==> src/rtl/buzzer_pkg.sv <==
// Shared types and constants for the buzzer scheduler.
package buzzer_pkg;

  localparam int unsigned NOTE_W    = 5;
  localparam int unsigned SRC_W     = 2;
  localparam int unsigned HOURS_W   = 4;
  localparam int unsigned ALARM_LEN = 16;
  localparam int unsigned PTR_W     = $clog2(ALARM_LEN);

  localparam logic [NOTE_W-1:0]  SILENT      = NOTE_W'(0);
  localparam logic [NOTE_W-1:0]  BEEP_NOTE   = NOTE_W'(15);
  localparam logic [NOTE_W-1:0]  CHIME_NOTE  = NOTE_W'(8);
  localparam logic [HOURS_W-1:0] MAX_STRIKES = HOURS_W'(12);

  typedef enum logic [2:0] {
    ST_IDLE       = 3'd0,
    ST_BEEP       = 3'd1,
    ST_CHIME_TONE = 3'd2,
    ST_CHIME_GAP  = 3'd3,
    ST_ALARM      = 3'd4
  } state_t;

  typedef enum logic [SRC_W-1:0] {
    SRC_NONE  = 2'd0,
    SRC_BEEP  = 2'd1,
    SRC_CHIME = 2'd2,
    SRC_ALARM = 2'd3
  } src_t;

  // Out-of-range strike counts (0 or >12) ring a full twelve.
  function automatic logic [HOURS_W-1:0] norm_strikes(input logic [HOURS_W-1:0] hours);
    return ((hours == '0) || (hours > MAX_STRIKES)) ? MAX_STRIKES : hours;
  endfunction

endpackage

==> src/rtl/alarm_rom.sv <==
// Alarm melody: 4-bit step address to 5-bit note index.
module alarm_rom
  import buzzer_pkg::*;
(
  input  logic [PTR_W-1:0]  addr,
  output logic [NOTE_W-1:0] note
);

  // Combinational melody lookup.
  always_comb begin
    note = SILENT;
    case (addr)
      4'd0:  note = 5'd13;
      4'd1:  note = 5'd15;
      4'd2:  note = 5'd17;
      4'd3:  note = 5'd18;
      4'd4:  note = 5'd17;
      4'd5:  note = 5'd15;
      4'd6:  note = 5'd13;
      4'd7:  note = 5'd10;
      4'd8:  note = 5'd13;
      4'd9:  note = 5'd15;
      4'd10: note = 5'd17;
      4'd11: note = 5'd20;
      4'd12: note = 5'd21;
      4'd13: note = 5'd20;
      4'd14: note = 5'd17;
      4'd15: note = 5'd15;
      default: note = SILENT;
    endcase
  end

endmodule

==> src/rtl/buzzer_scheduler.sv <==
// Arbitrates key beep, hourly chime and alarm onto one tone generator, stepped by a 4 Hz tick.
module buzzer_scheduler
  import buzzer_pkg::*;
(
  input  logic               sys_CLK,
  input  logic               rst,
  input  logic               tick_4hz,
  input  logic               key_beep,
  input  logic               chime_req,
  input  logic [HOURS_W-1:0] chime_hours,
  input  logic               alarm_on,
  input  logic               stop,
  output logic [NOTE_W-1:0]  note_idx,
  output logic               busy,
  output logic [SRC_W-1:0]   active_src
);

  state_t              state_q, state_d;
  src_t                src_q, src_d;
  logic [NOTE_W-1:0]   note_q, note_d;
  logic                busy_q, busy_d;
  logic                beep_pend_q, beep_pend_d;
  logic                chime_pend_q, chime_pend_d;
  logic [HOURS_W-1:0]  pend_hours_q, pend_hours_d;
  logic [HOURS_W-1:0]  strikes_q, strikes_d;
  logic                phase_q, phase_d;
  logic [PTR_W-1:0]    ptr_q, ptr_d;
  logic                snooze_q, snooze_d;

  logic [PTR_W-1:0]    rom_addr;
  logic [NOTE_W-1:0]   rom_note;
  logic                snooze_eff;
  logic                alarm_go;
  logic                pick;

  // Next melody step: restart at 0 on entry, otherwise advance with 4-bit wrap.
  assign rom_addr = (state_q == ST_ALARM) ? PTR_W'(ptr_q + 1'b1) : '0;

  alarm_rom u_alarm_rom (
    .addr (rom_addr),
    .note (rom_note)
  );

  // State, request latches and registered outputs.
  always_ff @(posedge sys_CLK) begin
    if (rst) begin
      state_q      <= ST_IDLE;
      src_q        <= SRC_NONE;
      note_q       <= SILENT;
      busy_q       <= 1'b0;
      beep_pend_q  <= 1'b0;
      chime_pend_q <= 1'b0;
      pend_hours_q <= '0;
      strikes_q    <= '0;
      phase_q      <= 1'b0;
      ptr_q        <= '0;
      snooze_q     <= 1'b0;
    end else begin
      state_q      <= state_d;
      src_q        <= src_d;
      note_q       <= note_d;
      busy_q       <= busy_d;
      beep_pend_q  <= beep_pend_d;
      chime_pend_q <= chime_pend_d;
      pend_hours_q <= pend_hours_d;
      strikes_q    <= strikes_d;
      phase_q      <= phase_d;
      ptr_q        <= ptr_d;
      snooze_q     <= snooze_d;
    end
  end

  // Request capture every cycle; arbitration and sequencing only on ticks.
  always_comb begin
    state_d      = state_q;
    src_d        = src_q;
    note_d       = note_q;
    beep_pend_d  = beep_pend_q;
    chime_pend_d = chime_pend_q;
    pend_hours_d = pend_hours_q;
    strikes_d    = strikes_q;
    phase_d      = phase_q;
    ptr_d        = ptr_q;
    pick         = 1'b0;

    snooze_eff = snooze_q | (stop & (state_q == ST_ALARM));
    alarm_go   = alarm_on & ~snooze_eff;
    snooze_d   = alarm_on & snooze_eff;

    if (chime_req) begin
      chime_pend_d = 1'b1;
      pend_hours_d = norm_strikes(chime_hours);
    end
    if (key_beep && (state_q != ST_ALARM)) begin
      beep_pend_d = 1'b1;
    end

    if (tick_4hz) begin
      if (alarm_go) begin
        state_d     = ST_ALARM;
        src_d       = SRC_ALARM;
        note_d      = rom_note;
        ptr_d       = rom_addr;
        phase_d     = 1'b0;
        beep_pend_d = 1'b0;
      end else begin
        case (state_q)
          ST_CHIME_TONE: begin
            if (phase_q) begin
              state_d = ST_CHIME_GAP;
              note_d  = SILENT;
              phase_d = 1'b0;
            end else begin
              phase_d = 1'b1;
            end
          end
          ST_CHIME_GAP: begin
            if (phase_q) begin
              phase_d   = 1'b0;
              strikes_d = HOURS_W'(strikes_q - 1'b1);
              if (strikes_q <= HOURS_W'(1)) begin
                pick = 1'b1;
              end else begin
                state_d = ST_CHIME_TONE;
                note_d  = CHIME_NOTE;
              end
            end else begin
              phase_d = 1'b1;
            end
          end
          ST_ALARM: begin
            state_d = ST_IDLE;
            src_d   = SRC_NONE;
            note_d  = SILENT;
            ptr_d   = '0;
          end
          default: pick = 1'b1;
        endcase

        if (pick) begin
          if (chime_pend_d) begin
            state_d      = ST_CHIME_TONE;
            src_d        = SRC_CHIME;
            note_d       = CHIME_NOTE;
            strikes_d    = pend_hours_d;
            chime_pend_d = 1'b0;
            phase_d      = 1'b0;
          end else if (beep_pend_d) begin
            state_d     = ST_BEEP;
            src_d       = SRC_BEEP;
            note_d      = BEEP_NOTE;
            beep_pend_d = 1'b0;
          end else begin
            state_d = ST_IDLE;
            src_d   = SRC_NONE;
            note_d  = SILENT;
          end
        end
      end
    end

    busy_d = (state_d != ST_IDLE);
  end

  assign note_idx   = note_q;
  assign busy       = busy_q;
  assign active_src = src_q;

endmodule

==> config.mk <==
export PLATFORM = sky130hd
export DESIGN_NAME = buzzer_scheduler
export DESIGN_NICKNAME = d
export VERILOG_FILES = /design/src/rtl/buzzer_pkg.sv /design/src/rtl/alarm_rom.sv /design/src/rtl/buzzer_scheduler.sv
export SDC_FILE = /design/constraint.sdc
export NUM_CORES = 1
export LEC_CHECK = 0
export CORE_UTILIZATION = 40
export CTS_CLUSTER_SIZE = 30
export DETAILED_ROUTE_END_ITERATION = 7
export PLACE_DENSITY_LB_ADDON = 0.08
export SLEW_MARGIN = 15
export SYNTH_ARGS = -nofsm -noshare
export SYNTH_HDL_FRONTEND = slang
export SYNTH_HIERARCHICAL = 1
export SYNTH_SLANG_ARGS = --single-unit
==> constraint.sdc <==
create_clock -name sys_CLK -period 2.39 [get_ports sys_CLK]
set_clock_uncertainty 0.05 [all_clocks]
set_input_delay 0.478 -clock sys_CLK [delete_from_list [all_inputs] [get_ports sys_CLK]]
set_output_delay 0.478 -clock sys_CLK [all_outputs]
set_load 0.02 [all_outputs]
==> out/qor.yml <==
placed_design:
  portBuffers: 18
  gp_congestion: 0.857
  placed_area_sq_um: 1980
  dpl.hpwl_microns: 3000
layout:
  postLayoutCellArea_sq_um: 2030
  n_antenna_cell: 0
  seq_area_sq_um: 541
  final_nets: 252
  multi_input_area_sq_um: 1050
  drive_above_1_share: 0.135
  n_fill_cell: 386
  syn2layout_area_growth_pct: 20.7
run:
  maxCapViolations: 0
timing:
  maxSlewHeadroom: 0.565
  max_freq_mhz: 456
  drv_slew: 0
  hold_viol: 0
  fin_crit_ns: 2.19
  setup_viol: 0
  period_share: 0.918
  worstMarginPinSlew_ns: 0.648
  setup_tns_ns: 0
  rsz0062_at_grt: "no"
cts:
  cts_sinks: 27
  clock_latency_ns: 0.28
  numCtsBuffers: 3
  clock_path_buffers: 2
  ctsResizeCount: 0
  cts_root_buf: "clkbuf_8"
  hold_buffers: 0
  cts_setup_buffers: 0
  clkTransAtPathRegs_ns: 0.10
  cts_tree: "built"
  cts-htree-levels: 1
synth:
  mappedNetlistArea_sq_um: 1680
  seq_area_frac_synth: 0.321
  yosysTopAreaCellShare: 0.321
  yosysWarnings: 6
  synthFlopType: "dfxtp_1"
  synth_area_leaders: "dfxtp_1, ha_1, nand2b_1, nor2_1, a21oi_1"
  synthesis.nets: 225
  synth_top_area_cell: "dfxtp_1"
  synthCells: 204
  synth_edf_count: 0
  synth_fa_ha_area_frac: 0.0743
  synth_cell_type_count: 52
  synth_compound_area_frac: 0.240
  ys_seq_elements: 27
  synth-async-reset-ratio: 0
  avgSynthCellArea_sq_um: 8.25
  synthMuxAreaShare: 0.0387
  synth_xor_area_frac: 0.00520
  synth-simple-area-share: 0.268
  synth_top_family_by_area: "simple AND/OR/NAND/NOR gates"
route:
  ant_nets: 0
  first_pass_iters: 6
  vias: 1560
  wire_per_inst_microns: 14.5
  routed_wl_microns: 4070
  drcViolationCount: 0
  drtIter0Drc: 85
  vias_per_cell: 5.57
worst_setup_path:
  slowest_stage: "dfxtp_1"
  cp-end-kind: "flop"
  worstPathRequired_ns: 2.53
  critPathMaxStageDelay_ns: 0.48
  cp_max_fo: 10
  critPathTopFamily: "simple AND/OR/NAND/NOR gates"
  worstPathArrival_ns: 2.33
  critPathLaunchType: "flop"
  path_buf_inv: 1
  crit_type: "flop to flop"
  cp_cell_sequence: "nor3b_1 > and2_1 > inv_1 > ha_1 > mux2_4 > mux2i_1 > nand2_1 > a311oi_1"
  r2r-start: "state_q[2]"
  startpoint: "state_q[2]"
die:
  initial_core_util: 0.418
  die_x_microns: 66.9
  rows: 23
  die_area_sq_um: 4470
  core-area_sq_um: 4030
  fp.dieH_microns: 66.9
  ios: 19
global_route:
  grt_max_degree: 25
  grt_antenna_before_repair: 0
  grt_overflow: 0
  grtUsageTotal: 0.201
  grt_pass1_wl_microns: 6870
  grt_pass1_vias: 1480
worst_hold_path:
  holdCritStartpoint: "note_idx[4]"
  hold_path.class: "flop to flop"
run_status:
  status: "completed"
power:
  ir_drop_mv: 0.213
  p_leak_nw: 0.753
  p_per_area_nw_per_um2: 488
==> layer usage <==
layer / GRT usage / vias up / part of all wire
met5: 0 / - / 0
met4: 0.0532 / 0 / 0.011
met3: 0.0205 / 6 / 0.027
met2: 0.350 / 21 / 0.48
met1: 0.261 / 745 / 0.48
li1: - / 788 / -
==> synth_stat cells, types with 3 or more instances <==
cell type,number
a32oi_1,3
o21ai_0,8
nand2b_1,14
inv_1,9
a311oi_1,4
mux2i_1,5
nand3_1,5
nor3_1,4
clkbuf_1,6
a21oi_1,16
a31oi_1,4
ha_1,10
nor2_1,23
buf_2,4
or2_2,3
nand2_1,14
dfxtp_1,27
==> kinds of logic after synthesis <==
logic type	Yosys count
AO/OA/AOI/OAI	55
XOR/XNOR	1
adder cells (fa/ha/maj)	10
buffers and inverters	20
flip-flops	27
multiplexers	6
AND/OR/NAND/NOR	85
==> state kept, by name, indices dropped and copies added (netlist names) <==
register,flops
active_src,2
beep_pend_q,1
busy,1
chime_pend_q,1
note_idx,5
pend_hours_q,4
phase_q,1
ptr_q,4
snooze_q,1
state_q,3
strikes_q,4
==> layout make-up <==
type	count	share of cell area
Clock inverter	1	0.00246
Timing Repair Buffer	33	0.144
Inverter	9	0.0166
Tap cell	50	0.0308
Clock buffer	3	0.0203
Multi-Input combinational cell	157	0.519
Sequential cell	27	0.266
==> tightest hold or removal path, stage by stage (launching register included) <==
cell      delay [ns]
dfxtp_1         0.33
nand2b_1        0.07
a21oi_1         0.05
==> path summary, 6_finish.rpt <==
check	end	slack [ns]	cells after the start
worst max-delay path	note_idx[0]	0.20	8
worst min register to register	note_idx[4]	0.43	2
worst min-delay path	note_idx[4]	0.43	2
worst max register to register	note_idx[0]	0.20	8
==> stage by stage <==
stage / cells / worst slack (ns) / hold WS [ns] / utilization / power, mW
after CTS: 280 / 0.189 / 0.432 / 0.504 / 1.00
after floorplan: 204 / 0.0946 / 0.399 / - / 0.639
after global placement: 276 / 0.184 / 0.406 / 0.493 / 0.725
after detailed placement: 276 / 0.105 / 0.412 / 0.493 / 0.728
after global routing: 280 / 0.0104 / 0.456 / 0.504 / 1.04
final: 280 / 0.196 / 0.433 / 0.504 / 0.991
==> layout by cell type, fill, tap and decap left out, drive strengths merged, types with 4 or more instances in the layout <==
cell and count:
dfxtp 27, nor2 23, clkdlybuf4s50 18, a21oi 16
buf 15, nand2 15, nand2b 14, ha 10
inv 9, o21ai 9, nand3 5, mux2i 5
nor3 4, a311oi 4, a31oi 4
==> where the power goes <==
part	switching [mW]	internal, mW	total [mW]
clock network	0.155	0.117	0.272
registers	0.0194	0.476	0.495
logic	0.124	0.100	0.224
total	0.298	0.693	0.991
No activity file was read; power rests on OpenSTA's default activity.
